[src/rtl/alu_acc_seq.sv]
// Accumulator ALU: single-cycle load/arith/logic ops plus iterative shifts and a
// shift-add multiply, with a start/busy/done handshake and registered flags.
module alu_acc_seq #(
    parameter int W   = 8,
    parameter int OPW = 5,
    parameter int SHW = $clog2(W)
) (
    input  logic           clk,
    input  logic           reset,
    input  logic           start,
    input  logic [OPW-1:0] opcode,
    input  logic [W-1:0]   value,
    input  logic [W-1:0]   mdr,
    output logic [W-1:0]   ac,
    output logic           zflg,
    output logic           nflg,
    output logic           cflg,
    output logic           vflg,
    output logic           busy,
    output logic           done
);
    localparam int CW = $clog2(W + 1);

    localparam logic [OPW-1:0] OP_LDI  = OPW'(1);
    localparam logic [OPW-1:0] OP_LDM  = OPW'(2);
    localparam logic [OPW-1:0] OP_ADD  = OPW'(3);
    localparam logic [OPW-1:0] OP_SUB  = OPW'(4);
    localparam logic [OPW-1:0] OP_ADDI = OPW'(5);
    localparam logic [OPW-1:0] OP_SUBI = OPW'(6);
    localparam logic [OPW-1:0] OP_AND  = OPW'(7);
    localparam logic [OPW-1:0] OP_OR   = OPW'(8);
    localparam logic [OPW-1:0] OP_XOR  = OPW'(9);
    localparam logic [OPW-1:0] OP_NOT  = OPW'(10);
    localparam logic [OPW-1:0] OP_SHL  = OPW'(11);
    localparam logic [OPW-1:0] OP_SAR  = OPW'(12);
    localparam logic [OPW-1:0] OP_MUL  = OPW'(13);

    typedef enum logic {IDLE, RUN} state_t;
    typedef enum logic [1:0] {K_SHL, K_SAR, K_MUL} kind_t;

    // Result packing for both helpers: {overflow, carry/borrow, sum[W-1:0]}
    function automatic logic [W+1:0] add_op(input logic [W-1:0] a, input logic [W-1:0] b);
        logic [W:0] s;
        s = {1'b0, a} + {1'b0, b};
        return {(a[W-1] == b[W-1]) && (s[W-1] != a[W-1]), s};
    endfunction

    function automatic logic [W+1:0] sub_op(input logic [W-1:0] a, input logic [W-1:0] b);
        logic [W:0] s;
        s = {1'b0, a} - {1'b0, b};
        return {(a[W-1] != b[W-1]) && (s[W-1] != a[W-1]), s};
    endfunction

    state_t          state_q, state_d;
    kind_t           kind_q, kind_d;
    logic [W-1:0]    ac_q, ac_d;
    logic            zf_q, zf_d, nf_q, nf_d, cf_q, cf_d, vf_q, vf_d;
    logic            busy_q, busy_d, done_q, done_d;
    logic [CW-1:0]   cnt_q, cnt_d;
    logic [2*W-1:0]  prod_q, prod_d;
    logic [W-1:0]    mcand_q, mcand_d;
    logic            sc_q, sc_d;

    logic            wr;
    logic [W-1:0]    res;
    logic            res_c, res_v;
    logic [W+1:0]    arith;
    logic [W:0]      msum;
    logic [SHW-1:0]  n;

    always_comb begin
        state_d = state_q;
        kind_d  = kind_q;
        ac_d    = ac_q;
        zf_d    = zf_q;
        nf_d    = nf_q;
        cf_d    = cf_q;
        vf_d    = vf_q;
        busy_d  = busy_q;
        done_d  = 1'b0;
        cnt_d   = cnt_q;
        prod_d  = prod_q;
        mcand_d = mcand_q;
        sc_d    = sc_q;
        wr      = 1'b0;
        res     = '0;
        res_c   = 1'b0;
        res_v   = 1'b0;
        arith   = '0;
        msum    = '0;
        n       = value[SHW-1:0];

        case (state_q)
            IDLE: begin
                if (start) begin
                    wr = 1'b1;
                    case (opcode)
                        OP_LDI:  res = value;
                        OP_LDM:  res = mdr;
                        OP_ADD:  arith = add_op(ac_q, mdr);
                        OP_SUB:  arith = sub_op(ac_q, mdr);
                        OP_ADDI: arith = add_op(ac_q, value);
                        OP_SUBI: arith = sub_op(ac_q, value);
                        OP_AND:  res = ac_q & mdr;
                        OP_OR:   res = ac_q | mdr;
                        OP_XOR:  res = ac_q ^ mdr;
                        OP_NOT:  res = ~ac_q;
                        OP_SHL, OP_SAR: begin
                            // A zero-count shift completes at once and leaves AC as is
                            res = ac_q;
                            if (n != '0) begin
                                wr      = 1'b0;
                                kind_d  = (opcode == OP_SHL) ? K_SHL : K_SAR;
                                prod_d  = {{W{1'b0}}, ac_q};
                                cnt_d   = CW'(n);
                                sc_d    = 1'b0;
                                state_d = RUN;
                                busy_d  = 1'b1;
                            end
                        end
                        OP_MUL: begin
                            wr      = 1'b0;
                            kind_d  = K_MUL;
                            prod_d  = {{W{1'b0}}, mdr};
                            mcand_d = ac_q;
                            cnt_d   = CW'(W);
                            state_d = RUN;
                            busy_d  = 1'b1;
                        end
                        default: begin
                            wr     = 1'b0;
                            done_d = 1'b1;
                        end
                    endcase
                    if (opcode == OP_ADD || opcode == OP_SUB ||
                        opcode == OP_ADDI || opcode == OP_SUBI) begin
                        res   = arith[W-1:0];
                        res_c = arith[W];
                        res_v = arith[W+1];
                    end
                end
            end
            RUN: begin
                cnt_d = cnt_q - CW'(1);
                case (kind_q)
                    K_SHL: begin
                        prod_d[W-1:0] = {prod_q[W-2:0], 1'b0};
                        sc_d          = prod_q[W-1];
                    end
                    K_SAR: begin
                        prod_d[W-1:0] = {prod_q[W-1], prod_q[W-1:1]};
                        sc_d          = prod_q[0];
                    end
                    default: begin
                        // Add multiplicand into the upper half, then shift the whole product right
                        msum   = {1'b0, prod_q[2*W-1:W]} + (prod_q[0] ? {1'b0, mcand_q} : {(W+1){1'b0}});
                        prod_d = {msum, prod_q[W-1:1]};
                    end
                endcase
                if (cnt_q == CW'(1)) begin
                    wr      = 1'b1;
                    res     = prod_d[W-1:0];
                    res_c   = (kind_q == K_MUL) ? (prod_d[2*W-1:W] != '0) : sc_d;
                    state_d = IDLE;
                    busy_d  = 1'b0;
                end
            end
            default: state_d = IDLE;
        endcase

        if (wr) begin
            ac_d   = res;
            zf_d   = (res == '0);
            nf_d   = res[W-1];
            cf_d   = res_c;
            vf_d   = res_v;
            done_d = 1'b1;
        end
    end

    always_ff @(posedge clk) begin
        if (reset) begin
            state_q <= IDLE;
            kind_q  <= K_SHL;
            ac_q    <= '0;
            zf_q    <= 1'b0;
            nf_q    <= 1'b0;
            cf_q    <= 1'b0;
            vf_q    <= 1'b0;
            busy_q  <= 1'b0;
            done_q  <= 1'b0;
            cnt_q   <= '0;
            prod_q  <= '0;
            mcand_q <= '0;
            sc_q    <= 1'b0;
        end else begin
            state_q <= state_d;
            kind_q  <= kind_d;
            ac_q    <= ac_d;
            zf_q    <= zf_d;
            nf_q    <= nf_d;
            cf_q    <= cf_d;
            vf_q    <= vf_d;
            busy_q  <= busy_d;
            done_q  <= done_d;
            cnt_q   <= cnt_d;
            prod_q  <= prod_d;
            mcand_q <= mcand_d;
            sc_q    <= sc_d;
        end
    end

    assign ac   = ac_q;
    assign zflg = zf_q;
    assign nflg = nf_q;
    assign cflg = cf_q;
    assign vflg = vf_q;
    assign busy = busy_q;
    assign done = done_q;
endmodule

[config.mk]
export PLATFORM = sky130hd
export DESIGN_NAME = alu_acc_seq
export DESIGN_NICKNAME = d
export VERILOG_FILES = /design/src/rtl/alu_acc_seq.sv
export SDC_FILE = /design/constraint.sdc
export NUM_CORES = 1
export LEC_CHECK = 0
export CORE_ASPECT_RATIO = 1.25
export CORE_MARGIN = 4
export CORE_UTILIZATION = 54
export DETAILED_ROUTE_END_ITERATION = 7
export PLACE_DENSITY = 0.78
export SYNTH_ARGS = -nofsm -noshare
export SYNTH_HDL_FRONTEND = slang
export SYNTH_SLANG_ARGS = --single-unit
export TNS_END_PERCENT = 10
[constraint.sdc]
create_clock -name clk -period 3 [get_ports clk]
set_input_delay 0.6 -clock clk [delete_from_list [all_inputs] [get_ports clk]]
set_output_delay 0.6 -clock clk [all_outputs]
set_load 0.005 [all_outputs]
* Yosys cells after proc, flatten, opt, wreduce, memory -nomap -nowiden
Cells that the tools add are included.
** Word-level totals
- Logic and storage cells :: 129
- Register bits after elaboration :: 46
** Cells by class
- Add/sub/neg operators :: 6
- Mux-type cells :: 53
- Equal/unequal tests :: 31
- Bitwise logic cells :: 5
- Reductions and logical operators :: 21
** Operator list (count)
- 16-bit case mux with 2 select lines :: 2
- 8-bit case mux with 7 select lines :: 1
- 8-bit two-way mux :: 6
- 10-bit case mux with 4 select lines :: 1
- 16-bit two-way mux :: 2
- 8-bit case mux with 2 select lines :: 2
- 5-bit by 4-bit equality test with 1-bit output (second input constant) :: 6
- 8-bit by 8-bit adder with 9-bit output :: 3
- 1-bit two-way mux :: 24
- 5-bit by 3-bit equality test with 1-bit output (second input constant) :: 4
- 1-bit case mux with 2 select lines :: 9
- 8-bit by 8-bit subtractor with 9-bit output :: 2
- 4-bit case mux with 2 select lines :: 2
- 13-bit OR reduction :: 1
- 5-bit by 2-bit equality test with 1-bit output (second input constant) :: 2
- 10-bit OR reduction :: 1
- 3-bit AND reduction :: 3
- 8-bit bitwise AND :: 1
- 8-bit logical NOT :: 1
- 4-bit two-way mux :: 2
- 8-bit NOT :: 1
- 8-bit bitwise OR :: 1
- 4-bit AND reduction :: 2
- 8-bit nonzero test :: 1
- other kinds (21) :: 36

* Logic depth before layout (Yosys ltp)
Gate-level depths: netlist of run 1.
- Depth in word-level cells :: 8
- Mapped depth :: 13

* Least setup slack after synthesis of run 1
Ideal clock, no wire load.
- Kind :: input to register
- From :: input port opcode[0]
- To :: register zf_q (netlist: zflg)
- Library setup time :: 0.069 ns
- Path slack :: 0.103 ns
- Arrival :: 2.828 ns
- Cell stages on the path :: 10
- Path through :: clkbuf_2 > nor2b_1 > and2_1 > clkbuf_1 > a22o_1 > o41ai_2 > o221ai_1 > or4_1 > or4b_1 > o21ai_1
** Between the ends
- Word-level cells in the longest chain between the ends :: 8
** Ends and longest elaborated chain
- from (decl) :: RTL line 11 : input logic [OPW-1:0] opcode,
- branches (longest 8 deep; another with 8-bit case mux with 7 select lines)
- to (signal assigned) :: RTL line 200 : zf_q <= zf_d;
- to (decl) :: RTL line 57 : logic zf_q, zf_d, nf_q, nf_d, cf_q, cf_d, vf_q, vf_d;
Parallel ways; which one is timed is not known.
A chain may end at the register's enable or synchronous reset.

* Worst setup path in the final report of run 1
- From :: input port mdr[4]
- To :: register ac_q[7] (netlist: ac[7])
** Between the ends
- Word-level cells in the longest chain between the ends :: 5
** Ends and longest elaborated chain
- from (decl) :: RTL line 13 : input logic [W-1:0] mdr,
- 8-bit by 8-bit subtractor with 9-bit output / 8-bit by 8-bit adder with 9-bit output (equally long branches) :: RTL line 50, 44
- 10-bit case mux with 4 select lines * :: RTL line 97 : case (opcode)
- 8-bit two-way mux * :: RTL line 135 : if (opcode == OP_ADD || opcode == OP_SUB ||
- 8-bit two-way mux * :: RTL line 95 : if (start) begin
- 8-bit case mux with 2 select lines * :: RTL line 93 : case (state_q)
- to (signal assigned) :: RTL line 185 : ac_q <= '0;
- to (signal assigned) :: RTL line 199 : ac_q <= ac_d;
- to (decl) :: RTL line 56 : logic [W-1:0] ac_q, ac_d;
Every way passes the cells marked *; elsewhere a longest branch is shown, timed or not.

==> results of run 1 <==
per-layer routing:
metal / vias to the layer above / GRT usage [%]
li1: 2728 / -
met1: 2734 / 41.1
met2: 301 / 65.5
met3: 80 / 3.22
met4: 0 / 16.7
met5: - / 0
timing repair:
action / in CTS / in global routing
setup buffers: 4 / 1
gates resized for setup: 57 / 50
pin swaps: 21 / 19
cloned: 0 / 0
endpoints found under the setup margin: 8 / 5
state kept, by name (all words and copies together), names as in the netlist:
signal,count
state_q,1
busy,1
vflg,1
zflg,1
sc_q,1
cflg,1
mcand_q,8
prod_q,16
cnt_q,4
ac,8
done,1
kind_q,2
layout make-up:
cell class                      count  area share [%]
Multi-Input combinational cell    527            58.1
Timing Repair Buffer              185            21.6
Sequential cell                    45            13.2
Inverter                           53            2.91
Tap cell                          120            2.20
Clock buffer                        5            1.01
Clock inverter                      3           0.952
worst min path at each step:
stage                     startpoint         end  slack (ps)
after CTS                 mcand_q[3]  mcand_q[3]         500
after global routing            busy        busy         520
after floorplan           mcand_q[6]  mcand_q[6]         450
after global placement    mcand_q[3]  mcand_q[3]         460
after detailed placement  mcand_q[3]  mcand_q[3]         480
final                     mcand_q[3]  mcand_q[3]         490
cell families (layout without fill, tap and decap cells):
kind of cell / after synthesis / count (layout) / synth area share, %
compound gates: 221 / 221 / 30.8
mux: 19 / 19 / 4.14
fa+ha+maj: 57 / 57 / 15.3
flops: 45 / 45 / 18.4
buf+inv: 92 / 246 / 7.39
xor+xnor: 10 / 10 / 1.79
simple gates: 220 / 220 / 22.1
through the flow:
stage               setup slack, ps  area [µm²]  std cells
floorplan                       103        4890        664
CTS                           -17.0        6640        937
global placement               -751        6330        925
global route                  -36.2        6830        938
finish                         41.4        6830        938
detailed placement             -714        6330        925
tightest hold or removal path, stage by stage (launching register included):
cell                      delay (ps)
sky130_fd_sc_hd__dfxtp_1         330
sky130_fd_sc_hd__a21oi_1          60
sky130_fd_sc_hd__nor2_1           70
placed cells by master, fill, tap and decap left out, types with 5 or more instances in the layout:
master,instances
sky130_fd_sc_hd__inv_2,6
sky130_fd_sc_hd__a21o_1,10
sky130_fd_sc_hd__a211oi_1,13
sky130_fd_sc_hd__nor2_1,83
sky130_fd_sc_hd__o211ai_1,7
sky130_fd_sc_hd__nor2b_1,12
sky130_fd_sc_hd__o21ai_0,28
sky130_fd_sc_hd__xor2_1,5
sky130_fd_sc_hd__a222oi_1,5
sky130_fd_sc_hd__a31oi_1,6
sky130_fd_sc_hd__nand3_1,12
sky130_fd_sc_hd__a21oi_1,58
sky130_fd_sc_hd__ha_4,9
sky130_fd_sc_hd__dfxtp_1,42
sky130_fd_sc_hd__and2_1,16
sky130_fd_sc_hd__nor3b_1,7
sky130_fd_sc_hd__inv_1,46
sky130_fd_sc_hd__a311oi_1,5
sky130_fd_sc_hd__a21oi_2,6
sky130_fd_sc_hd__clkdlybuf4s50_1,24
sky130_fd_sc_hd__and3_1,7
sky130_fd_sc_hd__mux2_2,10
sky130_fd_sc_hd__nor3_1,16
sky130_fd_sc_hd__clkbuf_8,5
sky130_fd_sc_hd__a221oi_2,6
sky130_fd_sc_hd__buf_4,146
sky130_fd_sc_hd__mux2i_1,9
sky130_fd_sc_hd__nand2_1,35
sky130_fd_sc_hd__o21a_1,6
sky130_fd_sc_hd__ha_1,42
where the power goes:
part	total, mW	internal, mW	switching, mW
combinational	0.548	0.264	0.284
sequential	0.623	0.609	0.0146
clock	0.544	0.331	0.213
==> Flow_metrics.wiki, run 1 <==
{| class="wikitable"
! Metric !! Value
|-
| Outcome || complete, no violations
|-
| Number of optimization iterations in the first detailed-route pass || 8
|-
| Dominant delay contributor by cell family on the critical path || buffers and inverters
|-
| Post-layout util || between 70% and 80%
|-
| Area delta synth->final || 39.7%
|-
| Combined area of all synthesized cells || approximately 4900 µm²
|-
| Clock transition at the registers of the reported paths || approximately 90 ps
|-
| Number of CTS-inserted buffers || 5
|-
| Beginning of the critical path || mdr[4]
|-
| Count of routing violations after the opening detailed-route iteration || between 600 and 700
|-
| #FFs+latches synth || between 40 and 50
|-
| Minimum period implied by the final worst setup slack || 2960 ps
|-
| Die span in x || between 90 and 100 µm
|-
| R2R depth || 12
|-
| Biggest area consumer among synthesized cells || sky130_fd_sc_hd__dfxtp_1
|-
| Number of hold-repair buffers added at the cts stage || 0
|-
| Number of vias after detailed routing || about 6,000
|-
| Maximum fanout along the worst path || 6
|-
| Critical path endpoint || ac[7]
|-
| Library cell contributing the largest single delay on the critical path || sky130_fd_sc_hd__clkdlybuf4s50_1
|-
| Via/cell ratio || roughly 6.2
|-
| Effective utilization at floorplan || roughly 56%
|-
| Pwr Total || roughly 1.7 mW
|-
| Total number of yosys warnings || 0
|-
| Initial antenna violation count || 0
|-
| Number of endpoints failing setup at the final stage || 0
|-
| Port Buf Inserts || 37
|-
| Core footprint || approximately 8700 µm²
|-
| Met2 wirelength from detailed routing || slightly below 10,000 µm
|-
| Storage element area || 905 µm²
|-
| Kind of critical path || input port to flop
|-
| Startpoint of the most critical register-to-register path || ac[0]
|-
| Area occupied by multi-input gates || between 3000 and 4000 µm²
|-
| Y dimension of the die || between 100 and 150 µm
|-
| Top FF cell, synth || sky130_fd_sc_hd__dfxtp_1
|-
| Final net count || approximately 900
|-
| Maximum number of pins on one net before global-route repair || 48
|-
| Wire length of the first global-routing pass || 29,900 µm
|-
| Routability cong. || 1.08
|-
| Wire per inst || roughly 21 µm
|-
| Worst path buffer plus inverter count || 5
|-
| Ports || 38
|-
| Detailed route wirelength on metal3 || 1120 µm
|-
| Cells traversed along the worst timing path || clkdlybuf4s50_1 > inv_1 > ha_4 > nor3b_4 > a211oi_2 > buf_4 > a221oi_2 > buf_4 > a22o_1 > a221oi_2 > buf_4 > or3_1 > a21oi_1
|-
| Max-cap violations || 0
|-
| Setup slack on the worst flop-to-flop path || between 100 and 150 ps
|-
| Worst hold path type || flop to flop
|-
| Htree depth || 2
|-
| Number of cells on the critical path || 13
|-
| TritonCTS Sinks || 45
|-
| Area of the die || 10,700 µm²
|-
| Most frequent cell after synthesis || sky130_fd_sc_hd__nor2_1
|-
| Count of filler cells inserted in the layout || 632
|-
| Cell mode on critical path || sky130_fd_sc_hd__buf_4
|-
| Unrepaired setup endpoints after global routing || yes
|-
| Critical path endpoint category || flop
|-
| Most area-consuming cells after synthesis || sky130_fd_sc_hd__dfxtp_1 (18%), sky130_fd_sc_hd__ha_1 (13%), sky130_fd_sc_hd__a21oi_1 (6.7%)
|-
| Hold Path Cell Cnt || 2
|-
| Endpoint arrival time on the critical path || 3200 ps
|-
| DR DRC count || 0
|-
| Fraction of layout instances using a drive strength above 1 || 29.0%
|-
| F_max || around 340 MHz
|-
| Required time at the endpoint of the critical path || ~3200 ps
|-
| Share of the clock period used by the worst path after layout || slightly below 100%
|-
| Cell count after synthesis || roughly 660
|-
| Insertion delay to the later sink of the worst-skew pair || about 300 ps
|-
| Count of inserted antenna diode cells || 0
|-
| DP HPWL || approximately 15,000 µm
|-
| Clock root cell || sky130_fd_sc_hd__clkbuf_8
|-
| Global Route Usage Sum || a little over a third
|-
| Number of different library cells in the post-synthesis netlist || a little under 70
|-
| Area share of the leading cell type in the synthesized netlist || approximately 18%
|-
| Number of global-route vias before repair || slightly below 6,000
|-
| Final Skew || 8.75 ps
|-
| Sequential cell area fraction in the yosys report || between 10% and 20%
|-
| Peak per-stage delay on the critical path || approximately 530 ps
|-
| Worst slew margin relative to its limit || a little over half
|-
| Worst Setup Start Kind || input port
|-
| Synthesized area per cell || around 7.4 µm²
|-
| Capture point of the worst reg-to-reg path || zflg
|-
| TNS Setup || 0 ps
|-
| Number of nets still failing antenna checks after routing || 0
|-
| Total nets after synthesis || 745
|-
| Peak VDD IR || approximately 0.17 mV
|-
| Static leakage power || 2.97 nW
|-
| CTS tree || done
|-
| Power Dens Cells || 251 nW/µm²
|-
| Gr ovfl total || 0
|-
| Maximum number of buffers from clock root to sink || 2
|-
| EDFF count, synth || 0
|-
| Actual slew at the worst max-slew pin || 701 ps
|-
| Final Hold Slack || between 400 and 500 ps
|-
| Total wirelength of the detailed-routed design || approximately 19,000 µm
|-
| Std cell rows || 38
|-
| Share of flip-flops with an asynchronous set or reset after synthesis || 0%
|-
| Number of failing hold endpoints at the final stage || 0
|-
| Met1 Wirelength || around 7400 µm
|-
| Slew Viols, Final || 0
|-
| Most common library cells after synthesis || sky130_fd_sc_hd__nor2_1 (83), sky130_fd_sc_hd__a21oi_1 (65), sky130_fd_sc_hd__ha_1 (52), sky130_fd_sc_hd__inv_1 (52), sky130_fd_sc_hd__dfxtp_1 (45)
|-
| Highest routed layer || met4
|}
(Power assumes the default switching activity.)
==> inputs of run 2 (changes only) <==
- ABC_AREA: not set -> 1
- CORE_UTILIZATION: 54 -> 55
- SKIP_LAST_GASP: not set -> 1
==> run 2 against run 1 <==
- worst setup slack gained 200 ps
- clock power grew 19%
- via count grew 6.2%
- non-clock buffer count fell by 76
- critical endpoint is now zflg
- sequential power up 2%
- clock skew shrank 3.8 ps
- cell count is 18% higher
- clock-buffer cell count up 2
- core utilization down 8.7 points
- combinational power increased by 26%
- area after synthesis up 7.6%
- first-iteration DRC count fell by 17%
==> Flow_metrics.wiki, run 2 <==
{| class="wikitable"
! Metric !! Value
|-
| Critical path endpoint category || flop (unchanged)
|-
| Core footprint || 9220 µm² (was 8750 µm²)
|-
| Power share of the sequential group || 32.3% (was 36.3%)
|-
| Most frequent cell after synthesis || sky130_fd_sc_hd__nand2_1 (was sky130_fd_sc_hd__nor2_1)
|-
| Count of inserted antenna diode cells || 0 (unchanged)
|-
| Area delta synth->final || 21.6% (was 39.7%)
|-
| Max FFs per register || 16 (unchanged)
|-
| Most flops, register || prod_q (unchanged)
|-
| Std cell rows || 39 (was 38)
|-
| Via/cell ratio || 5.61 (was 6.23)
|-
| Total nets after synthesis || 971 (was 745)
|-
| Unrepaired setup endpoints after global routing || yes (unchanged)
|-
| Share of flip-flops with an asynchronous set or reset after synthesis || 0% (unchanged)
|-
| Y dimension of the die || 117 µm (was 114 µm)
|-
| Cell mode on critical path || sky130_fd_sc_hd__nor2_1 (was sky130_fd_sc_hd__buf_4)
|-
| Gr ovfl total || 0 (unchanged)
|-
| Net switching power || 0.661 mW (was 0.512 mW)
|-
| #FFs+latches synth || 45 (unchanged)
|-
| Pwr Total || 1.97 mW (was 1.72 mW)
|-
| Power share of the combinational group || 35.1% (was 31.9%)
|-
| DR DRC count || 0 (unchanged)
|-
| Number of CTS-inserted buffers || 5 (unchanged)
|-
| Count of routing violations after the opening detailed-route iteration || 523 (was 629)
|-
| Peak per-stage delay on the critical path || 470 ps (was 530 ps)
|-
| Endpoint arrival time on the critical path || 2980 ps (was 3200 ps)
|-
| Die span in x || 95.5 µm (was 93.1 µm)
|-
| Clock root cell || sky130_fd_sc_hd__clkbuf_16 (was sky130_fd_sc_hd__clkbuf_8)
|-
| EDFF count, synth || 0 (unchanged)
|-
| Clock power share || 32.7% (was 31.7%)
|-
| Ports || 38 (unchanged)
|-
| Most common library cells after synthesis || sky130_fd_sc_hd__nand2_1 (259), sky130_fd_sc_hd__inv_1 (118), sky130_fd_sc_hd__nor2_1 (86), sky130_fd_sc_hd__nand3_1 (75), sky130_fd_sc_hd__a21oi_1 (61) (was sky130_fd_sc_hd__nor2_1 (83), sky130_fd_sc_hd__a21oi_1 (65), sky130_fd_sc_hd__ha_1 (52), sky130_fd_sc_hd__inv_1 (52), sky130_fd_sc_hd__dfxtp_1 (45))
|-
| Number of endpoints failing setup at the final stage || 0 (unchanged)
|-
| TritonCTS Sinks || 45 (unchanged)
|-
| Final net count || 1,063 (was 898)
|-
| Number of global-route vias before repair || 5,927 (was 5,859)
|-
| Port Buf Inserts || 37 (unchanged)
|-
| Combined area of all synthesized cells || 5260 µm² (was 4890 µm²)
|-
| Most area-consuming cells after synthesis || sky130_fd_sc_hd__nand2_1 (18%), sky130_fd_sc_hd__dfxtp_1 (17%), sky130_fd_sc_hd__ha_1 (12%) (was sky130_fd_sc_hd__dfxtp_1 (18%), sky130_fd_sc_hd__ha_1 (13%), sky130_fd_sc_hd__a21oi_1 (6.7%))
|-
| Static leakage power || 3.28 nW (was 2.97 nW)
|-
| Share of the clock period used by the worst path after layout || 92.0% (was 98.6%)
|-
| Kind of critical path || input port to flop (unchanged)
|-
| Wire length of the first global-routing pass || 28,900 µm (was 29,900 µm)
|-
| Actual slew at the worst max-slew pin || 573 ps (was 701 ps)
|-
| Number of failing hold endpoints at the final stage || 0 (unchanged)
|-
| Initial antenna violation count || 0 (unchanged)
|-
| TNS Setup || 0 ps (unchanged)
|-
| Final Skew || 4.98 ps (was 8.75 ps)
|-
| Maximum number of pins on one net before global-route repair || 30 (was 48)
|-
| Synthesized area per cell || 5.91 µm² (was 7.37 µm²)
|-
| Cell count after synthesis || 890 (was 664)
|-
| Fraction of layout instances using a drive strength above 1 || 13.5% (was 29.0%)
|-
| Htree depth || 2 (unchanged)
|-
| Top FF cell, synth || sky130_fd_sc_hd__dfxtp_1 (unchanged)
|-
| Number of nets still failing antenna checks after routing || 0 (unchanged)
|-
| Design internal power || 1.31 mW (was 1.20 mW)
|-
| DP HPWL || 14,700 µm (was 14,900 µm)
|-
| Number of optimization iterations in the first detailed-route pass || 5 (was 8)
|-
| Maximum fanout along the worst path || 3 (was 6)
|-
| F_max || 362 MHz (was 338 MHz)
|-
| Clock transition at the registers of the reported paths || 60 ps (was 90 ps)
|-
| Wire per inst || 16.4 µm (was 20.6 µm)
|-
| Maximum number of buffers from clock root to sink || 2 (unchanged)
|-
| Insertion delay to the later sink of the worst-skew pair || 290 ps (was 300 ps)
|-
| Most common library cell in the layout ignoring fill and taps || sky130_fd_sc_hd__nand2_1 (was sky130_fd_sc_hd__buf_4)
|-
| Global Route Usage Sum || 32.8% (was 35.6%)
|-
| Switching share of total power || 33.5% (was 29.8%)
|-
| Biggest area consumer among synthesized cells || sky130_fd_sc_hd__nand2_1 (was sky130_fd_sc_hd__dfxtp_1)
|-
| Number of vias after detailed routing || 6,204 (was 5,843)
|-
| Outcome || complete, no violations (unchanged)
|-
| Required time at the endpoint of the critical path || 3220 ps (was 3240 ps)
|-
| Minimum period implied by the final worst setup slack || 2760 ps (was 2960 ps)
|-
| Sequential cell area fraction in the yosys report || 17.1% (was 18.4%)
|-
| Peak VDD IR || 0.190 mV (was 0.174 mV)
|-
| Area of the die || 11,200 µm² (was 10,700 µm²)
|-
| Total number of yosys warnings || 0 (unchanged)
|-
| CTS tree || done (unchanged)
|-
| Library cell contributing the largest single delay on the critical path || sky130_fd_sc_hd__clkdlybuf4s50_1 (unchanged)
|-
| Cells traversed along the worst timing path || clkdlybuf4s50_1 > ha_1 > fa_1 > buf_4 > xor2_1 > nand2_1 > nand2_1 > nor2_1 > nor2_1 > nor2_1 > nand2_1 > nor2_1 > nand2_1 > nor2_1 > nand3_1 > a21oi_2 (was clkdlybuf4s50_1 > inv_1 > ha_4 > nor3b_4 > a211oi_2 > buf_4 > a221oi_2 > buf_4 > a22o_1 > a221oi_2 > buf_4 > or3_1 > a21oi_1)
|-
| Max-cap violations || 0 (unchanged)
|-
| Worst hold path type || flop to flop (unchanged)
|-
| Slew Viols, Final || 0 (unchanged)
|-
| Effective utilization at floorplan || 57.1% (was 55.9%)
|-
| Area share of the leading cell type in the synthesized netlist || 18.5% (was 18.4%)
|-
| Power Dens Cells || 309 nW/µm² (was 251 nW/µm²)
|-
| Total wirelength of the detailed-routed design || 18,200 µm (was 19,300 µm)
|-
| Commonest cells after routing, fill and taps aside || sky130_fd_sc_hd__nand2_1 (259), sky130_fd_sc_hd__inv_1 (118), sky130_fd_sc_hd__nor2_1 (85), sky130_fd_sc_hd__nand3_1 (75), sky130_fd_sc_hd__buf_4 (72) (was sky130_fd_sc_hd__buf_4 (146), sky130_fd_sc_hd__nor2_1 (83), sky130_fd_sc_hd__a21oi_1 (58), sky130_fd_sc_hd__inv_1 (46))
|-
| Number of different library cells in the post-synthesis netlist || 42 (was 69)
|-
| Routability cong. || 0.973 (was 1.08)
|-
| Worst Setup Start Kind || input port (unchanged)
|-
| Worst slew margin relative to its limit || 61.6% (was 53.0%)
|}
## run 2: changes by cell type after synthesis, moves of 13 or more
cell / change
sky130_fd_sc_hd__nand2_1: +224
sky130_fd_sc_hd__inv_1: +66
sky130_fd_sc_hd__nand3_1: +63
sky130_fd_sc_hd__clkbuf_1: -21
sky130_fd_sc_hd__and2_1: -16
sky130_fd_sc_hd__nor2b_1: -13
sky130_fd_sc_hd__o21ai_0: +13
## run 2: layout make-up
cell class / count / area [µm²]
tap: 123 / 154
multi-input combinational: 693 / 3780
fill: 853 / 2820
clock buffer: 7 / 143
sequential: 45 / 901
clock inverter: 1 / 30.0
timing repair buffer: 109 / 911
inverter: 128 / 480
## run 2: repair_timing
action / 4_1_cts / 5_1_grt
endpoints found under the setup margin: 0 / 2
resized for setup: 0 / 6
hold buffers: 0 / 0
setup buffers: 0 / 0
## run 2: final timing paths
check | to | cells after the start | slack [ps] | start
setup / recovery | zflg | 16 | 240 | mdr[0]
hold / removal | busy | 2 | 470 | busy
setup reg to reg | cflg | 15 | 400 | prod_q[0]
hold reg to reg | busy | 2 | 470 | busy
## run 2: logic make-up after synthesis
group                    share of synthesized area, %
XOR/XNOR                                        0.832
buffers and inverters                            11.3
AO/OA/AOI/OAI                                    16.5
AND/OR/NAND/NOR                                  39.6
flip-flops                                       17.1
multiplexers                                    0.380
adder cells (fa/ha/maj)                          14.3
## run 2: layer usage
metal | vias up | part of all wire (%) | GRT usage [%]
li1 | 3059 | - | -
met1 | 2794 | 39 | 38.8
met2 | 278 | 48 | 56.2
met3 | 73 | 5.4 | 1.73
met4 | 0 | 7.1 | 20.6
met5 | - | 0 | 0
## run 2: worst max-delay path, delay by kind of cell
kind / cells / cell delay, ps
compound gates: 1 / 130
xor+xnor: 1 / 140
buf+inv: 2 / 620
simple gates: 10 / 820
fa+ha+maj: 2 / 660
## run 2: power groups by stage
stage	sequential (mW)	combinational, mW	clock [mW]
2_1_floorplan	0.653	0.387	0
5_1_grt	0.639	0.766	0.673
3_3_place_gp	0.649	0.661	0
6_report	0.637	0.693	0.645
4_1_cts	0.637	0.679	0.645
3_5_place_dp	0.649	0.675	0
## run 2: metrics by stage
step	utilization (%)	worst slack, ps	hold slack (ps)	instances	instance area [µm²]
after floorplan	-	646	440	890	5260
after global placement	67.4	-49.4	451	1098	6210
after detailed placement	67.4	-97.5	458	1098	6210
after CTS	69.2	179	467	1106	6380
after global routing	69.4	-9.44	505	1106	6400
final	69.4	239	470	1106	6400
==> inputs of run 3 (changes only) <==
- CORE_UTILIZATION: 55 -> 45
- PLACE_DENSITY: 0.78 -> 0.66
==> run 3 against run 2 <==
- core utilization fell by 12 points
- register-to-register slack worse by 80 ps
- via count decreased by 2.5%
- clock power about the same
- clock skew fell by 2.3 ps
- worst setup slack worse by 72 ps
- critical path depth stayed put
- critical path type unchanged
- largest power group unchanged
==> Flow_metrics.wiki, run 3 (synthesis results as in run 2) <==
{| class="wikitable"
! Metric !! Value
|-
| Outcome || complete, no violations (unchanged)
|-
| Most common library cell in the layout ignoring fill and taps || sky130_fd_sc_hd__nand2_1 (unchanged)
|-
| Actual slew at the worst max-slew pin || 726 ps (was 573 ps)
|-
| Final Skew || 2.72 ps (was 4.98 ps)
|-
| Max-cap violations || 0 (unchanged)
|-
| Number of vias after detailed routing || 6,050 (was 6,204)
|-
| Post-layout util || 57.4% (was 69.4%)
|-
| Gr ovfl total || 0 (unchanged)
|-
| Cells traversed along the worst timing path || clkdlybuf4s50_1 > inv_1 > ha_1 > buf_4 > or2_2 > nand3_1 > nand2_1 > nor2_1 > nor2_1 > nor2_1 > nand2_1 > nor2_1 > nand2_1 > nor2_1 > nand3_1 > a21oi_1 (was clkdlybuf4s50_1 > ha_1 > fa_1 > buf_4 > xor2_1 > nand2_1 > nand2_1 > nor2_1 > nor2_1 > nor2_1 > nand2_1 > nor2_1 > nand2_1 > nor2_1 > nand3_1 > a21oi_2)
|-
| Peak per-stage delay on the critical path || 480 ps (was 470 ps)
|-
| Hold Path Cell Cnt || 2 (unchanged)
|-
| Area of the die || 13,500 µm² (was 11,200 µm²)
|-
| Fraction of layout instances using a drive strength above 1 || 13.8% (was 13.5%)
|-
| Number of optimization iterations in the first detailed-route pass || 5 (unchanged)
|-
| Number of endpoints failing setup at the final stage || 0 (unchanged)
|-
| Insertion delay to the later sink of the worst-skew pair || 290 ps (about the same)
|-
| Most flops, register || prod_q (unchanged)
|-
| Commonest cells after routing, fill and taps aside || sky130_fd_sc_hd__nand2_1 (259), sky130_fd_sc_hd__inv_1 (118), sky130_fd_sc_hd__nor2_1 (84), sky130_fd_sc_hd__buf_4 (76), sky130_fd_sc_hd__nand3_1 (75) (was sky130_fd_sc_hd__nand2_1 (259), sky130_fd_sc_hd__inv_1 (118), sky130_fd_sc_hd__nor2_1 (85), sky130_fd_sc_hd__nand3_1 (75), sky130_fd_sc_hd__buf_4 (72))
|-
| Maximum number of buffers from clock root to sink || 2 (unchanged)
|-
| Maximum number of pins on one net before global-route repair || 30 (unchanged)
|-
| Count of routing violations after the opening detailed-route iteration || 480 (was 523)
|-
| Endpoint arrival time on the critical path || 3050 ps (was 2980 ps)
|-
| CTS tree || done (unchanged)
|-
| Unrepaired setup endpoints after global routing || no (was yes)
|-
| Power Dens Cells || 307 nW/µm² (was 309 nW/µm²)
|-
| Number of hold-repair buffers added at the cts stage || 0 (unchanged)
|-
| Core footprint || 11,200 µm² (was 9220 µm²)
|-
| Peak VDD IR || 0.204 mV (was 0.190 mV)
|-
| Final Hold Slack || 467 ps (was 470 ps)
|-
| Clock transition at the registers of the reported paths || 60 ps (about the same)
|-
| Worst Setup Start Kind || input port (unchanged)
|-
| Effective utilization at floorplan || 46.8% (was 57.1%)
|-
| Share of the clock period used by the worst path after layout || 94.4% (was 92.0%)
|-
| Htree depth || 2 (unchanged)
|-
| F_max || 353 MHz (was 362 MHz)
|-
| Number of nets still failing antenna checks after routing || 0 (unchanged)
|-
| Beginning of the critical path || mdr[2] (was mdr[0])
|-
| Total wirelength of the detailed-routed design || 17,600 µm (was 18,200 µm)
|-
| Cell mode on critical path || sky130_fd_sc_hd__nor2_1 (unchanged)
|-
| Port Buf Inserts || 37 (unchanged)
|-
| Via/cell ratio || 5.39 (was 5.61)
|-
| Number of failing hold endpoints at the final stage || 0 (unchanged)
|-
| Wire length of the first global-routing pass || 28,700 µm (was 28,900 µm)
|-
| Initial antenna violation count || 0 (unchanged)
|-
| DR DRC count || 0 (unchanged)
|-
| Global Route Usage Sum || 26.5% (was 32.8%)
|-
| Maximum fanout along the worst path || 8 (was 3)
|-
| Ports || 38 (unchanged)
|-
| R2R depth || 15 (unchanged)
|-
| Area delta synth->final || 22.7% (was 21.6%)
|-
| Worst slew margin relative to its limit || 51.4% (was 61.6%)
|-
| Minimum period implied by the final worst setup slack || 2830 ps (was 2760 ps)
|-
| Number of global-route vias before repair || 5,832 (was 5,927)
|-
| Slew Viols, Final || 0 (unchanged)
|-
| Critical path endpoint category || flop (unchanged)
|-
| Max FFs per register || 16 (unchanged)
|-
| Final net count || 1,068 (was 1,063)
|-
| Clock root cell || sky130_fd_sc_hd__clkbuf_16 (unchanged)
|-
| Routability cong. || 0.980 (was 0.973)
|-
| Die span in x || 105 µm (was 95.5 µm)
|-
| Worst hold path type || flop to flop (unchanged)
|-
| Y dimension of the die || 129 µm (was 117 µm)
|-
| Origin of the worst min-delay path || vflg (was busy)
|-
| Required time at the endpoint of the critical path || 3220 ps (about the same)
|-
| Wire per inst || 15.7 µm (was 16.4 µm)
|-
| Startpoint of the most critical register-to-register path || ac[2] (was prod_q[0])
|-
| Library cell contributing the largest single delay on the critical path || sky130_fd_sc_hd__clkdlybuf4s50_1 (unchanged)
|-
| Std cell rows || 43 (was 39)
|-
| Static leakage power || 3.32 nW (was 3.28 nW)
|-
| Number of CTS-inserted buffers || 5 (unchanged)
|-
| Count of inserted antenna diode cells || 0 (unchanged)
|-
| DP HPWL || 14,400 µm (was 14,700 µm)
|-
| TritonCTS Sinks || 45 (unchanged)
|-
| Kind of critical path || input port to flop (unchanged)
|}
[run 3: area by class of cell]
type | count | area (µm²)
fill | 1159 | 4780
multi-input combinational | 693 | 3770
timing repair buffer | 114 | 963
sequential | 45 | 901
inverter | 128 | 480
tap | 135 | 169
clock buffer | 7 | 143
clock inverter | 1 | 30.0
[run 3: per-layer routing]
metal	wire (µm)	track usage, %	share of wire, %	vias up
li1	-	-	-	3080
met1	7130	30.3	40	2731
met2	8810	49.1	50	196
met3	863	2.56	4.9	43
met4	816	13.0	4.6	0
met5	0	0	0	-
[run 3: critical path, delay by kind of cell]
family	cells	cell delay, ps
AO/OA/AOI/OAI	1	120
adder cells (fa/ha/maj)	1	390
buffers and inverters	3	720
AND/OR/NAND/NOR	11	1210
[run 3: repair_timing]
item                                    in CTS  in global routing
endpoints found under the hold margin        0                  0
resized for setup                            0                  4
buffers inserted                             0                  0
endpoints found under the setup margin       0                  2
[run 3: power by group]
group | internal (mW) | switching, mW | leakage (nW) | total [mW]
Combinational | 0.289 | 0.414 | 2.87 | 0.703
Clock | 0.416 | 0.227 | 0.0841 | 0.643
Sequential | 0.618 | 0.0165 | 0.365 | 0.635
Total | 1.32 | 0.657 | 3.32 | 1.98
[run 3: path summary, 6_finish.rpt]
path | end | slack [ps]
setup / recovery | zflg | 170
hold / removal | vflg | 470
hold reg to reg | vflg | 470
setup reg to reg | zflg | 320
[run 3: through the flow]
| stage | area [µm²] | worst slack, ps | power [mW] | setup TNS, ps | std cells |
|---|---|---|---|---|---|
| 6_report | 6460 | 167 | 1.98 | 0 | 1123 |
| 5_1_grt | 6460 | 15.7 | 2.09 | 0 | 1123 |
| 4_1_cts | 6450 | 177 | 1.98 | 0 | 1123 |
| 3_5_place_dp | 6280 | -116 | 1.34 | -184 | 1115 |
| 3_3_place_gp | 6280 | -116 | 1.34 | -186 | 1115 |
| 2_1_floorplan | 5260 | 646 | 1.04 | 0 | 890 |
==> patch 1, RTL diff (flow settings as in run 1) <==
Encoding of `kind_t`: now one-hot (3 bits for 3 values).
--- a/src/rtl/alu_acc_seq.sv
+++ b/src/rtl/alu_acc_seq.sv
@@ -36,7 +36,7 @@
     localparam logic [OPW-1:0] OP_MUL  = OPW'(13);
 
     typedef enum logic {IDLE, RUN} state_t;
-    typedef enum logic [1:0] {K_SHL, K_SAR, K_MUL} kind_t;
+    typedef enum logic [2:0] {K_SHL = 3'b001, K_SAR = 3'b010, K_MUL = 3'b100} kind_t;
 
     // Result packing for both helpers: {overflow, carry/borrow, sum[W-1:0]}
     function automatic logic [W+1:0] add_op(input logic [W-1:0] a, input logic [W-1:0] b);
Formal check against the unedited RTL: same outputs for any inputs over 10 cycles, from zero or initial values and one cycle with reset high; not proved beyond that.
==> patch 1 against run 1 <==
Sequential cell count is 1 higher; critical path depth is 4 lower; area after synthesis is 0.46% lower; synthesized cell count is 0.15% lower; sequential share of layout area is 0.32 points higher; count of clock-buffer cells in the layout stayed put; utilization is 0.50 points lower; global-route usage hardly changed; wire length is 2.1% lower; total power is 5.4% higher; worst hold slack worse by 0.032 ns; cell area is 0.64% lower; setup slack better by 0.046 ns; critical path type unchanged; largest cell class unchanged; highest routed layer unchanged.
==> patch 1: results (changes against run 1) <==
Cells and area
The final-stage net count is 909 (was 898). The number of flip-flops in the largest register was 16 (unchanged). The share of cells above drive strength 1 was 27.4% (was 29.0%).

The number of diodes is 0 (unchanged). The register bank with the most flops was prod_q (unchanged).

Synth
Top cells by count, synth: nor2_1 (79), nand2_1 (65), a21oi_1 (61) (was nor2_1 (83), a21oi_1 (65), ha_1 (52), inv_1 (52), dfxtp_1 (45)). The most common cell in the synthesized netlist is nor2_1 (unchanged). The net count after synthesis is 744 (was 745). The number of different library cells in the post-synthesis netlist came to 76 (was 69). The share of synthesized registers carrying an async set or reset is 0% (unchanged).

Biggest area contributors in the synthesized netlist: dfxtp_1 (19%), ha_1 (13%), a21oi_1 (6.3%), nor2_1 (6.1%), nand2_1 (5.0%) (was dfxtp_1 (18%), ha_1 (13%), a21oi_1 (6.7%), nor2_1 (6.4%), inv_1 (4.0%)). The dominant register cell in the synthesized netlist is dfxtp_1 (unchanged). The total of warnings raised by yosys is 0 (unchanged). The register area share after synthesis is 18.9% (was 18.4%).

Routing
The DRC violation total after the first TritonRoute iteration came to 506 (was 629). The number of vias per cell was 6.30 (was 6.23). The mean routed wirelength per cell is 19.9 um (was 20.6 um).

The length of the first detailed-routing pass in iterations is 6 (was 8).

Hold path
The worst min-delay path class is reg -> reg (unchanged).

Worst setup path
The dominant delay contributor by cell family on the critical path is compound AO/OA/AOI/OAI gates (was buffers and inverters). The biggest fanout along the worst timing path was 6 (unchanged). The delay of the slowest critical-path stage came to 0.56 ns (was 0.53 ns). The cell type of the slowest stage on the worst timing path is clkdlybuf4s50_1 (unchanged). The worst endpoint data arrival time was 3.13 ns (was 3.20 ns).

Clock network
The H-tree depth reported by CTS is 2 (unchanged). The root buffer cell is clkbuf_8 (unchanged). The number of buffers between clock root and the deepest sink came to 2 (unchanged). The later pin in the worst-skew pair is clocked with a latency of roughly 0.31 ns. The clock input transition at the sequential cells of the worst setup and hold paths is about 0.080 ns.

The total clock buffers created by CTS is 5 (unchanged).

Power
The worst IR drop on VDD is 156 uV (was 174 uV). The static power due to leakage is 2.99 nW (was 2.97 nW). The net switching component of the power is 0.607 mW (was 0.512 mW).

Global route
The via count of the first global-routing pass is 6001 (was 5859). The combined global-route utilization of all metal layers is 35.5% (was 35.6%). The pin count of the biggest net entering global routing was 26 (was 48). The number of antenna violations at the first check in global routing is 0 (unchanged).

The global-route wire length before repair is 30.0 mm (was 29.9 mm).

Outcome
Result of the run: finished clean (unchanged).

Placed design
The global placer's final weighted congestion is 0.983 (was 1.08). The number of port buffers is 37 (unchanged). The half-perimeter wire length after detailed placement is 14.8 mm (was 14.9 mm).

Timing
The sum of negative setup slack is 0 ns (unchanged). The worst clock skew came to 0.00867 ns (was 0.00875 ns). The transition time at the pin with the least slew margin is 0.894 ns (was 0.701 ns).
==> patch 1: cell types whose count changed in the layout (fill, tap and decap cells not counted), sizes merged, moves of 6 or more <==
cell,run 1,this run
a22oi,4,11
a311oi,6,0
and2,17,10
and3,7,1
buf,149,155
inv,52,42
mux2,10,2
nand2,35,65
nor3b,10,3
o21ai,33,41
==> patch 1: what timing repair did <==
action	CTS	global route
hold buffers	0	0
pin swaps	7	14
gates resized for setup	23	45
buffers inserted	1	1
endpoints found under the setup margin	5	8
==> patch 1: per-layer routing <==
metal  share of wire [%]  track usage [%]
met5                   0                0
met1                  39             42.7
met2                  49             62.2
met4                 5.9             18.4
met3                 6.3             3.75
==> patch 1: logic make-up (layout without fill, tap and decap cells) <==
logic type	count (synthesis)	in the layout	share of synthesized area, %
AO/OA/AOI/OAI	231	231	32.5
multiplexers	11	11	2.31
XOR/XNOR	11	11	1.98
buffers and inverters	77	243	6.48
adder cells (fa/ha/maj)	57	57	15.4
flip-flops	46	46	18.9
AND/OR/NAND/NOR	230	230	22.4
==> patch 1: cell type report <==
type	count	area, um2
tap	120	150
timing repair buffer	192	1570
fill	707	1960
inverter	43	161
sequential	46	921
multi-input combinational	540	3880
clock buffer	5	68.8
clock inverter	3	40.0
==> patch 1: power by group through the flow <==
stage / Sequential [mW] / Combinational [mW] / Clock [mW]
after detailed placement: 0.651 / 0.644 / 0
after global routing: 0.639 / 0.767 / 0.483
final: 0.638 / 0.714 / 0.456
after CTS: 0.637 / 0.662 / 0.460
after floorplan: 0.656 / 0.314 / 0
after global placement: 0.650 / 0.628 / 0
==> patch 1: per-stage QoR <==
step / util (%) / cell area, um2 / worst slack [ns] / instances
after floorplan: - / 4870 / 0.258 / 663
after global placement: 73.3 / 6410 / -0.516 / 939
after detailed placement: 73.3 / 6410 / -0.577 / 939
after CTS: 75.5 / 6600 / 0.0118 / 948
after global routing: 77.6 / 6790 / -0.00808 / 949
final: 77.6 / 6790 / 0.0872 / 949
==> patch 1: path summary, 6_finish.rpt <==
kind | startpoint | to | slack, ns | cells after the start
max | opcode[3] | ac[5] | 0.09 | 9
min | mcand_q[7] | mcand_q[7] | 0.46 | 2
max reg2reg | ac[0] | zflg | 0.11 | 11
min reg2reg | mcand_q[7] | mcand_q[7] | 0.46 | 2
==> patch 1: worst min-delay path, stage by stage, from the launching register on <==
cell and delay, ns:
dfxtp_1 0.31, nand2_1 0.05, a21oi_1 0.06
==> patch 2, RTL diff (config.mk and constraints of run 1) <==
Without the edit above. Set the parameter `OPW` to 6 (it was 5).
--- a/src/rtl/alu_acc_seq.sv
+++ b/src/rtl/alu_acc_seq.sv
@@ -2,7 +2,7 @@
 // shift-add multiply, with a start/busy/done handshake and registered flags.
 module alu_acc_seq #(
     parameter int W   = 8,
-    parameter int OPW = 5,
+    parameter int OPW = 6,
     parameter int SHW = $clog2(W)
 ) (
     input  logic           clk,
Ports: changed (resized opcode); port bits go from 38 to 39. The function was not compared with the original's and may differ.
==> patch 2 against run 1 <==
Total power down 12%; sequential cell count unchanged; area after synthesis up 0.41%; non-clock buffer count down 6; combinational power down 5.1%; synthesized cell count down 2.0%; maximum frequency down 0.23%; setup slack worse by 0.0069 ns; critical path type unchanged; cell area down 4.6%; wire length down 5.1%.
==> patch 2: results (changes against run 1) <==
Timing
The transition time at the pin with the least slew margin is 0.671 ns (was 0.701 ns). The worst clock skew came to 0.00482 ns (was 0.00875 ns).

Synth
The instance count of the mapped netlist was 651 (was 664). Top cells by count, synth: nor2_1 (68), ha_1 (52), nand2_1 (52) (was nor2_1 (83), a21oi_1 (65), ha_1 (52), inv_1 (52), dfxtp_1 (45)). The number of different library cells in the post-synthesis netlist is 76 (was 69). The net count after synthesis is 733 (was 745). Biggest area contributors in the synthesized netlist: dfxtp_1 (18%), ha_1 (13%), nor2_1 (5.2%), a21oi_1 (4.6%), nand2_1 (4.0%) (was dfxtp_1 (18%), ha_1 (13%), a21oi_1 (6.7%), nor2_1 (6.4%), inv_1 (4.0%)).

The register area share after synthesis is 18.3% (was 18.4%).

Global route
The global-route wire length before repair is 29.1 mm (was 29.9 mm). The combined global-route utilization of all metal layers came to 34.6% (was 35.6%). The pin count of the biggest net entering global routing is 30 (was 48).

Clock network
The total clock buffers created by CTS is 5 (unchanged). The root buffer cell was clkbuf_8 (unchanged).

Worst setup path
The worst endpoint data arrival time was 3.17 ns (was 3.20 ns). The delay of the slowest critical-path stage was 0.48 ns (was 0.53 ns). The biggest fanout along the worst timing path is 4 (was 6).

Routing
The length of the first detailed-routing pass in iterations is 5 (was 8). The DRC violation total after the first TritonRoute iteration is 516 (was 629). The number of vias per cell came to 6.26 (was 6.23). The overall routed net length is 18.3 mm (was 19.3 mm).

Placed design
The global placer's final weighted congestion came to 1.02 (was 1.08). The number of placed instances with taps included is 910 (was 925). The cell area after placement came to 6340 um2 (was 6330 um2).

The half-perimeter wire length after detailed placement was 14.9 mm (about the same). The number of port buffers came to 38 (was 37).

Power
The worst IR drop on VDD is 144 uV (was 174 uV). The static power due to leakage is 2.85 nW (was 2.97 nW).

Cells and area
The share of cells above drive strength 1 came to 23.7% (was 29.0%). The post-route non-filler standard cell count is 919 (was 938). The final-stage net count is 880 (was 898).

Run
The max-cap check violation count is 0 (unchanged).

Outcome
Result of the run: finished clean (unchanged).
-- patch 2: kinds of logic after synthesis --
kind of cell,synth area share [%]
AOI/OAI and AO/OA,31.6
xor gates and xnor gates,1.78
adders and majority gates,15.3
buffers and inverters,7.08
DFF,18.3
muxes,4.56
and+or+nand+nor,21.3
-- patch 2: repair_timing --
action | 4_1_cts | 5_1_grt
setup endpoints to repair | 3 | 5
setup buffers | 0 | 1
pin swaps | 1 | 2
gates resized for setup | 6 | 15
cloned | 0 | 0
-- patch 2: final timing paths --
path / start / endpoint / slack, ns / cells after the start
worst max-delay path: value[3] / zflg / 0.03 / 11
worst min-delay path: vflg / vflg / 0.47 / 2
worst max register to register: ac[3] / zflg / 0.33 / 10
worst min register to register: vflg / vflg / 0.47 / 2
-- patch 2: routing by layer --
metal	wire (um)	global-route usage (%)
met3	1170	5.65
met1	7150	39.6
met4	982	16.0
met2	9000	62.1
met5	0	0
-- patch 2: power by group --
| group | leakage [nW] | internal (mW) | switching (mW) |
|---|---|---|---|
| clock | 0.0439 | 0.161 | 0.221 |
| sequential | 0.363 | 0.605 | 0.00840 |
| combinational | 2.45 | 0.243 | 0.277 |
| total | 2.85 | 1.01 | 0.506 |
-- patch 2: final cells by class --
| type | instances | area (um2) |
|---|---|---|
| fillers | 680 | 2280 |
| repair buffers | 179 | 1460 |
| well taps | 120 | 150 |
| clock inverters | 3 | 17.5 |
| inverters | 46 | 173 |
| flip-flops and latches | 45 | 901 |
| multi-input cells | 521 | 3740 |
| clock buffers | 5 | 68.8 |
-- patch 2: worst max-delay path, delay by kind of cell --
| family | cells | cell delay [ns] |
|---|---|---|
| compound gates | 5 | 1.20 |
| buf+inv | 4 | 0.88 |
| simple gates | 1 | 0.18 |
| fa+ha+maj | 1 | 0.30 |
-- patch 2: stage by stage --
stage	setup WS (ns)	power [mW]	util (%)
after floorplan	0.395	0.867	-
after global placement	-0.359	1.11	72.0
after detailed placement	-0.494	1.12	72.0
after CTS	0.0257	1.50	73.3
after global routing	-0.0421	1.58	74.1
final	0.0345	1.52	74.1
